<file path="src/rtl/if_fetch_stage.sv">
// Purpose : instruction-fetch stage; owns the PC, reads imem and loads the IF/ID register.
// Latency : imem_addr is the PC combinationally; IF/ID fields appear one clock after imem_rdata.
// Backpr. : stall holds PC and IF/ID; redirect flushes with a bubble; halt freezes fetch until reset.
//
// Ports:
//    clk, reset          - single clock, synchronous active-high reset
//    stall               - load-use hold from hazard detection
//    redirect/_pc        - taken branch/jal/jalr target from EX (low two bits ignored)
//    halt                - Halt bit of ID/EX; stops fetch permanently until reset
//    imem_addr/_rdata    - combinational instruction-memory read port
//    ifid_*              - IF/ID register fields (curr_pc, curr_instr, valid)
//    halted              - fetch is stopped
//    fetch_cnt/bubble_cnt- saturating perf counters, present only with IF_FETCH_PERF_CNT_EN,
//                          otherwise tied to zero
module if_fetch_stage #(
   parameter int          PC_W     = 9,
   parameter int          INSTR_W  = 32,
   parameter int unsigned RESET_PC = 0
) (
   input  logic               clk,
   input  logic               reset,
   input  logic               stall,
   input  logic               redirect,
   input  logic [PC_W-1:0]    redirect_pc,
   input  logic               halt,
   output logic [PC_W-1:0]    imem_addr,
   input  logic [INSTR_W-1:0] imem_rdata,
   output logic [PC_W-1:0]    ifid_curr_pc,
   output logic [INSTR_W-1:0] ifid_curr_instr,
   output logic               ifid_valid,
   output logic               halted,
   output logic [31:0]        fetch_cnt,
   output logic [31:0]        bubble_cnt
);

   // addi x0,x0,0 is what ID sees while IF/ID holds a bubble
   localparam logic [INSTR_W-1:0] BUBBLE_INSTR = INSTR_W'(32'h0000_0013);

   typedef enum logic {ST_RUN, ST_HALTED} state_t;

   state_t               r_state;
   state_t               w_state_nxt;
   logic [PC_W-1:0]      r_pc;
   logic [PC_W-1:0]      w_pc_nxt;
   logic [PC_W-1:0]      r_ifid_pc;
   logic [PC_W-1:0]      w_ifid_pc_nxt;
   logic [INSTR_W-1:0]   r_ifid_instr;
   logic [INSTR_W-1:0]   w_ifid_instr_nxt;
   logic                 r_ifid_valid;
   logic                 w_ifid_valid_nxt;

   always_ff @(posedge clk) begin
      if (reset) begin
         r_state      <= ST_RUN;
         r_pc         <= PC_W'(RESET_PC);
         r_ifid_pc    <= '0;
         r_ifid_instr <= BUBBLE_INSTR;
         r_ifid_valid <= 1'b0;
      end else begin
         r_state      <= w_state_nxt;
         r_pc         <= w_pc_nxt;
         r_ifid_pc    <= w_ifid_pc_nxt;
         r_ifid_instr <= w_ifid_instr_nxt;
         r_ifid_valid <= w_ifid_valid_nxt;
      end
   end

   // Priority inside RUN: halt > redirect > stall > normal fetch.
   always_comb begin
      w_state_nxt      = r_state;
      w_pc_nxt         = r_pc;
      w_ifid_pc_nxt    = r_ifid_pc;
      w_ifid_instr_nxt = r_ifid_instr;
      w_ifid_valid_nxt = r_ifid_valid;
      case (r_state)
         ST_RUN: begin
            if (halt) begin
               w_state_nxt      = ST_HALTED;
               w_ifid_pc_nxt    = '0;
               w_ifid_instr_nxt = BUBBLE_INSTR;
               w_ifid_valid_nxt = 1'b0;
            end else if (redirect) begin
               // targets are word aligned; drop the byte offset
               w_pc_nxt         = {redirect_pc[PC_W-1:2], 2'b00};
               w_ifid_pc_nxt    = '0;
               w_ifid_instr_nxt = BUBBLE_INSTR;
               w_ifid_valid_nxt = 1'b0;
            end else if (!stall) begin
               // PC wraps silently at the top of the address space
               w_pc_nxt         = r_pc + PC_W'(4);
               w_ifid_pc_nxt    = r_pc;
               w_ifid_instr_nxt = imem_rdata;
               w_ifid_valid_nxt = 1'b1;
            end
         end
         default: begin
            w_ifid_pc_nxt    = '0;
            w_ifid_instr_nxt = BUBBLE_INSTR;
            w_ifid_valid_nxt = 1'b0;
         end
      endcase
   end

   assign imem_addr       = r_pc;
   assign ifid_curr_pc    = r_ifid_pc;
   assign ifid_curr_instr = r_ifid_instr;
   assign ifid_valid      = r_ifid_valid;
   assign halted          = (r_state == ST_HALTED);

`ifdef IF_FETCH_PERF_CNT_EN
   logic        w_run;
   logic        w_cnt_fetch;
   logic        w_cnt_bubble;
   logic [31:0] r_fetch_cnt;
   logic [31:0] r_bubble_cnt;

   assign w_run        = (r_state == ST_RUN);
   assign w_cnt_fetch  = w_run && !halt && !redirect && !stall;
   assign w_cnt_bubble = w_run && (halt || redirect);

   always_ff @(posedge clk) begin
      if (reset) begin
         r_fetch_cnt  <= '0;
         r_bubble_cnt <= '0;
      end else begin
         if (w_cnt_fetch && (r_fetch_cnt != 32'hFFFF_FFFF))
            r_fetch_cnt <= r_fetch_cnt + 32'd1;
         if (w_cnt_bubble && (r_bubble_cnt != 32'hFFFF_FFFF))
            r_bubble_cnt <= r_bubble_cnt + 32'd1;
      end
   end

   assign fetch_cnt  = r_fetch_cnt;
   assign bubble_cnt = r_bubble_cnt;
`else
   assign fetch_cnt  = 32'd0;
   assign bubble_cnt = 32'd0;
`endif

endmodule

</file>
<file path="config.mk">
export PLATFORM = sky130hd
export DESIGN_NAME = if_fetch_stage
export DESIGN_NICKNAME = d
export VERILOG_FILES = /design/src/rtl/if_fetch_stage.sv
export SDC_FILE = /design/constraint.sdc
export NUM_CORES = 1
export LEC_CHECK = 0
export ABC_AREA = 1
export CAP_MARGIN = 5
export CORE_MARGIN = 2
export CORE_UTILIZATION = 40
export CTS_BUF_LIST = sky130_fd_sc_hd__clkbuf_4
export CTS_CLUSTER_SIZE = 40
export DETAILED_ROUTE_END_ITERATION = 16
export GPL_TIMING_DRIVEN = 0
export PLACE_DENSITY = 0.85
export SYNTH_ARGS = -nofsm -noshare
export SYNTH_HDL_FRONTEND = slang
export SYNTH_SLANG_ARGS = --single-unit
</file>
<file path="constraint.sdc">
create_clock -name clk -period 3.7 [get_ports clk]
set_clock_uncertainty 0.2 [all_clocks]
set_input_delay 0.74 -clock clk [delete_from_list [all_inputs] [get_ports clk]]
set_output_delay 0.74 -clock clk [all_outputs]
set_load 0.005 [all_outputs]
</file>
# Word level (Yosys, flattened, before mapping)
# Index checks and enable logic that the tools add are counted.
# word_totals
latch_bits,0
elab_cells,15
reg_bits,52
mem_bits_ro,0
output_inout_bits,116
memories,0
ramBits,0
# classes
shift,0
reduce_logical,2
n_addsub,1
n_eq_ne,1
magnitude_cmp,0
div,0
n_bitwise,2
mul,0
n_mux,4
# op_table
op,n
2-to-1 mux 9 bit,2
adder 9 x 3 -> 9 bit (second input constant),1
OR reduction 4 bit,1
AND reduction 3 bit,1
2-to-1 mux 1 bit,2
!= test 2 x 1 -> 1 bit (second input constant),1
NOT 1 bit,2

# Depth between registers and ports, before layout
# logic_depth
ltp_word,3
mapped_depth,7
ltp_nobuf,7

# Worst setup path before layout
# OpenSTA, ideal clock, no wires.
# synth_timing
path_type,input to register
startpoint,input port stall
endpoint,register r_pc[3] (netlist: imem_addr[3])
path_buffers,1
path_stages,6
arrival_time_ns,1.389
slack_ns,1.989
setup_ns,0.122
cell_sequence,buf_4 inv_4 o21ai_4 inv_2 o21ai_0 a31oi_1
# synth_between
elab_chain_len,2
# synth_rtl
item,line,source
from (decl),22,"input logic stall,"
!= test 2 x 1 -> 1 bit (no line),-,
AND reduction 3 bit (no line),-,
to (signal assigned),55,r_pc <= PC_W'(RESET_PC);
to (signal assigned),61,r_pc <= w_pc_nxt;
to (decl),43,logic [PC_W-1:0] r_pc;
# No other way between the ends.
# A chain may end at the register's enable or synchronous reset.

# Final worst setup path
# layout_timing
startpoint,register r_pc[4] (netlist: imem_addr[4])
endpoint,output port imem_addr[4]
# layout_lines
item,line,source
to (decl),26,"output logic [PC_W-1:0] imem_addr,"
# No word-level cell between the ends.

==> summary.md <==
| Metric | Value |
|---|---|
| Outcome | `finished clean` |
| CTS Root Cell | `clkbuf_4` |
| Tot Pwr | `0.000985 W` |
| Slowest cell delay on critical path | `550 ps` |
| Worst Setup Path Type | `flop to output port` |
| Final worst slack | `1400 ps` |
| Cts bufs inserted | `5` |
| Top-count cell post-synth | `nand2_1` |
| Via Count | `around 2300` |
| HP Class | `flop to flop` |
| Yosys Warn Count | `0` |
| WL per Instance | `approximately 11 µm` |
| Critical Path RT | `2760 ps` |
| Via-per-instance ratio | `4.19` |
| Routed WL | `6040 µm` |
| Unique masters post-synth | `22` |
| Row count | `28` |
| Max Transition Viols Final | `0` |
| Ranking of synthesized cells by area | `dfxtp_1, buf_4, nand2_1` |
| RSZ-0062 raised after global routing | `false` |
| Pre-CTS WS | `1400 ps` |
| CTS Hold Buffers Added | `0` |
| Leak | `about 1.7 nW` |
| Grt ovf | `0` |
| Boundary Pins | `~160` |
| Post-synth EDFFs | `0` |
| Setup TNS | `0 ps` |
| Nets | `527` |
| Min cycle time layout | `2300 ps` |
| Syn Area/Cell | `7.83 µm²` |
| Antenna cells | `0` |
| Crit path DAT | `between 1000 and 1500 ps` |
| Fmax | `roughly 440 MHz` |
| Buf/Inv on CP | `1` |
| Seq/Total Area, Yosys | `38.7%` |
| Mapped Area | `2480 µm²` |
| Die H | `82.8 µm` |
| Largest net degree at the start of global routing | `14` |
| Die span in x | `82.8 µm` |
| CTS Sinks | `48` |
| Synth top area share | `38.7%` |
| DRC violations left | `0` |
| Area leader, netlist | `dfxtp_1` |
| Hold Slack | `between 200 and 300 ps` |
| Post-CTS setup buffer count | `0` |
| First-pass GRT wire length | `9260 µm` |
| Die area | `6850 µm²` |
| Core Area | `5960 µm²` |
| Clock Path Buffers | `2` |
| CTS tree | `yes` |
| Skew-Pair Late Insertion Delay | `340 ps` |
| Layout Area Growth over Synthesis | `51.8%` |
| Cell Pwr Density | `261 nW/µm²` |
| Max-cap violation count | `0` |
| Largest delay share family, worst path | `buffers and inverters` |
| CP max FO | `7` |
| Tcrit/Tclk final | `62.0%` |
| Initial Util | `41.7%` |
| Initial DRC count | `between 60 and 70` |
| Max VDD drop | `0.200 mV` |
| CP max-delay cell | `clkdlybuf4s50_1` |
| Number of gates resized after cts | `0` |
| Share of layout cells above drive strength 1 | `approximately a quarter` |
| Crit end category | `output port` |
| Vias in the first global route | `2137` |
| Final hold viol count | `0` |
| # setup viols final | `0` |
| Mapped Cells | `317` |
| Synth cell count leaders | `nand2_1, buf_4, dfxtp_1` |
| Dpl hpwl | `roughly 4800 µm` |
| Async S/R FF share, synth | `0%` |
| Post-synth top flop | `dfxtp_1` |
| #FFs+latches synth | `48` |
| Initial antenna violation count | `0` |
| Routability Congestion | `0.858` |
| Htree depth | `2` |
| Final antenna-violating net count | `0` |
| Buffers on Ports | `89` |
| GRT Resource Usage Total | `17.5%` |
| Startpoint types | `flop` |
| CTS clock-pin slew for the worst setup and hold paths | `130 ps` |
| Critical path, cell by cell | `clkdlybuf4s50_1` |
| TritonRoute pass-1 iters | `4` |
final timing paths:
kind	to	cells past startpoint	from	slack [ps]
setup / recovery	imem_addr[4]	1	imem_addr[4]	1400
hold / removal	ifid_curr_instr[24]	2	ifid_curr_instr[24]	280
setup reg to reg	imem_addr[6]	6	imem_addr[3]	2210
hold reg to reg	ifid_curr_instr[24]	2	ifid_curr_instr[24]	280
layer usage:
layer  vias up  global-route usage, %  share of wire [%]  wire length (µm)
li1       1193                      -                  -                 -
met1      1015                   19.3                 40              2420
met2       108                   32.1                 49              2960
met3         9                   4.89                9.6               583
met4         0                   5.90                1.3                80
met5         -                      0                  0                 0
state kept, by name (all words and copies together) (netlist names):
signal           count
imem_addr            7
ifid_valid           1
ifid_curr_pc         7
halted               1
ifid_curr_instr     32
where the power goes:
group / switching (W) / total [W] / internal (W) / leakage [nW]
clock network: 0.000152 / 0.000230 / 0.0000778 / 0.0315
logic: 0.0000903 / 0.000216 / 0.000125 / 1.24
registers: 0.0000106 / 0.000539 / 0.000528 / 0.389
total: 0.000253 / 0.000985 / 0.000732 / 1.66
area by class of cell:
cell class / count / area, µm²
Clock buffer: 6 / 45.0
Buffer: 80 / 592
Inverter: 12 / 47.5
Timing Repair Buffer: 89 / 891
Sequential cell: 48 / 961
Clock inverter: 1 / 5.00
Fill cell: 562 / 2190
Multi-Input combinational cell: 244 / 1130
Tap cell: 75 / 93.8
placed cells by master, fill, tap and decap left out, drive strengths merged:
cell type / netlist / routed
clkdlybuf4s50: 0 / 89
nand2: 85 / 85
buf: 76 / 76
conb: 1 / 68
dfxtp: 48 / 48
a21oi: 43 / 43
nor2: 23 / 23
inv: 12 / 12
nand3: 10 / 10
clkbuf: 4 / 10
o21ai: 9 / 9
o21bai: 2 / 2
nor3: 1 / 1
or2: 1 / 1
a31oi: 1 / 1
ha: 1 / 1
clkinv: 0 / 1
cell families after synthesis:
kind of cell | share of synthesized area (%)
and+or+nand+nor | 19.3
buffers and inverters | 25.8
AOI/OAI and AO/OA | 15.6
DFF | 38.7
adders and majority gates | 0.504
other | 0.151
stage by stage:
| stage | cells | utilization [%] | area, µm² |
|---|---|---|---|
| after global routing | 555 | 63.3 | 3770 |
| after detailed placement | 548 | 62.4 | 3720 |
| final | 555 | 63.3 | 3770 |
| after global placement | 548 | 62.4 | 3720 |
| after CTS | 555 | 63.3 | 3770 |
| after floorplan | 384 | - | 2730 |
No activity file was read; power rests on OpenSTA's default activity.
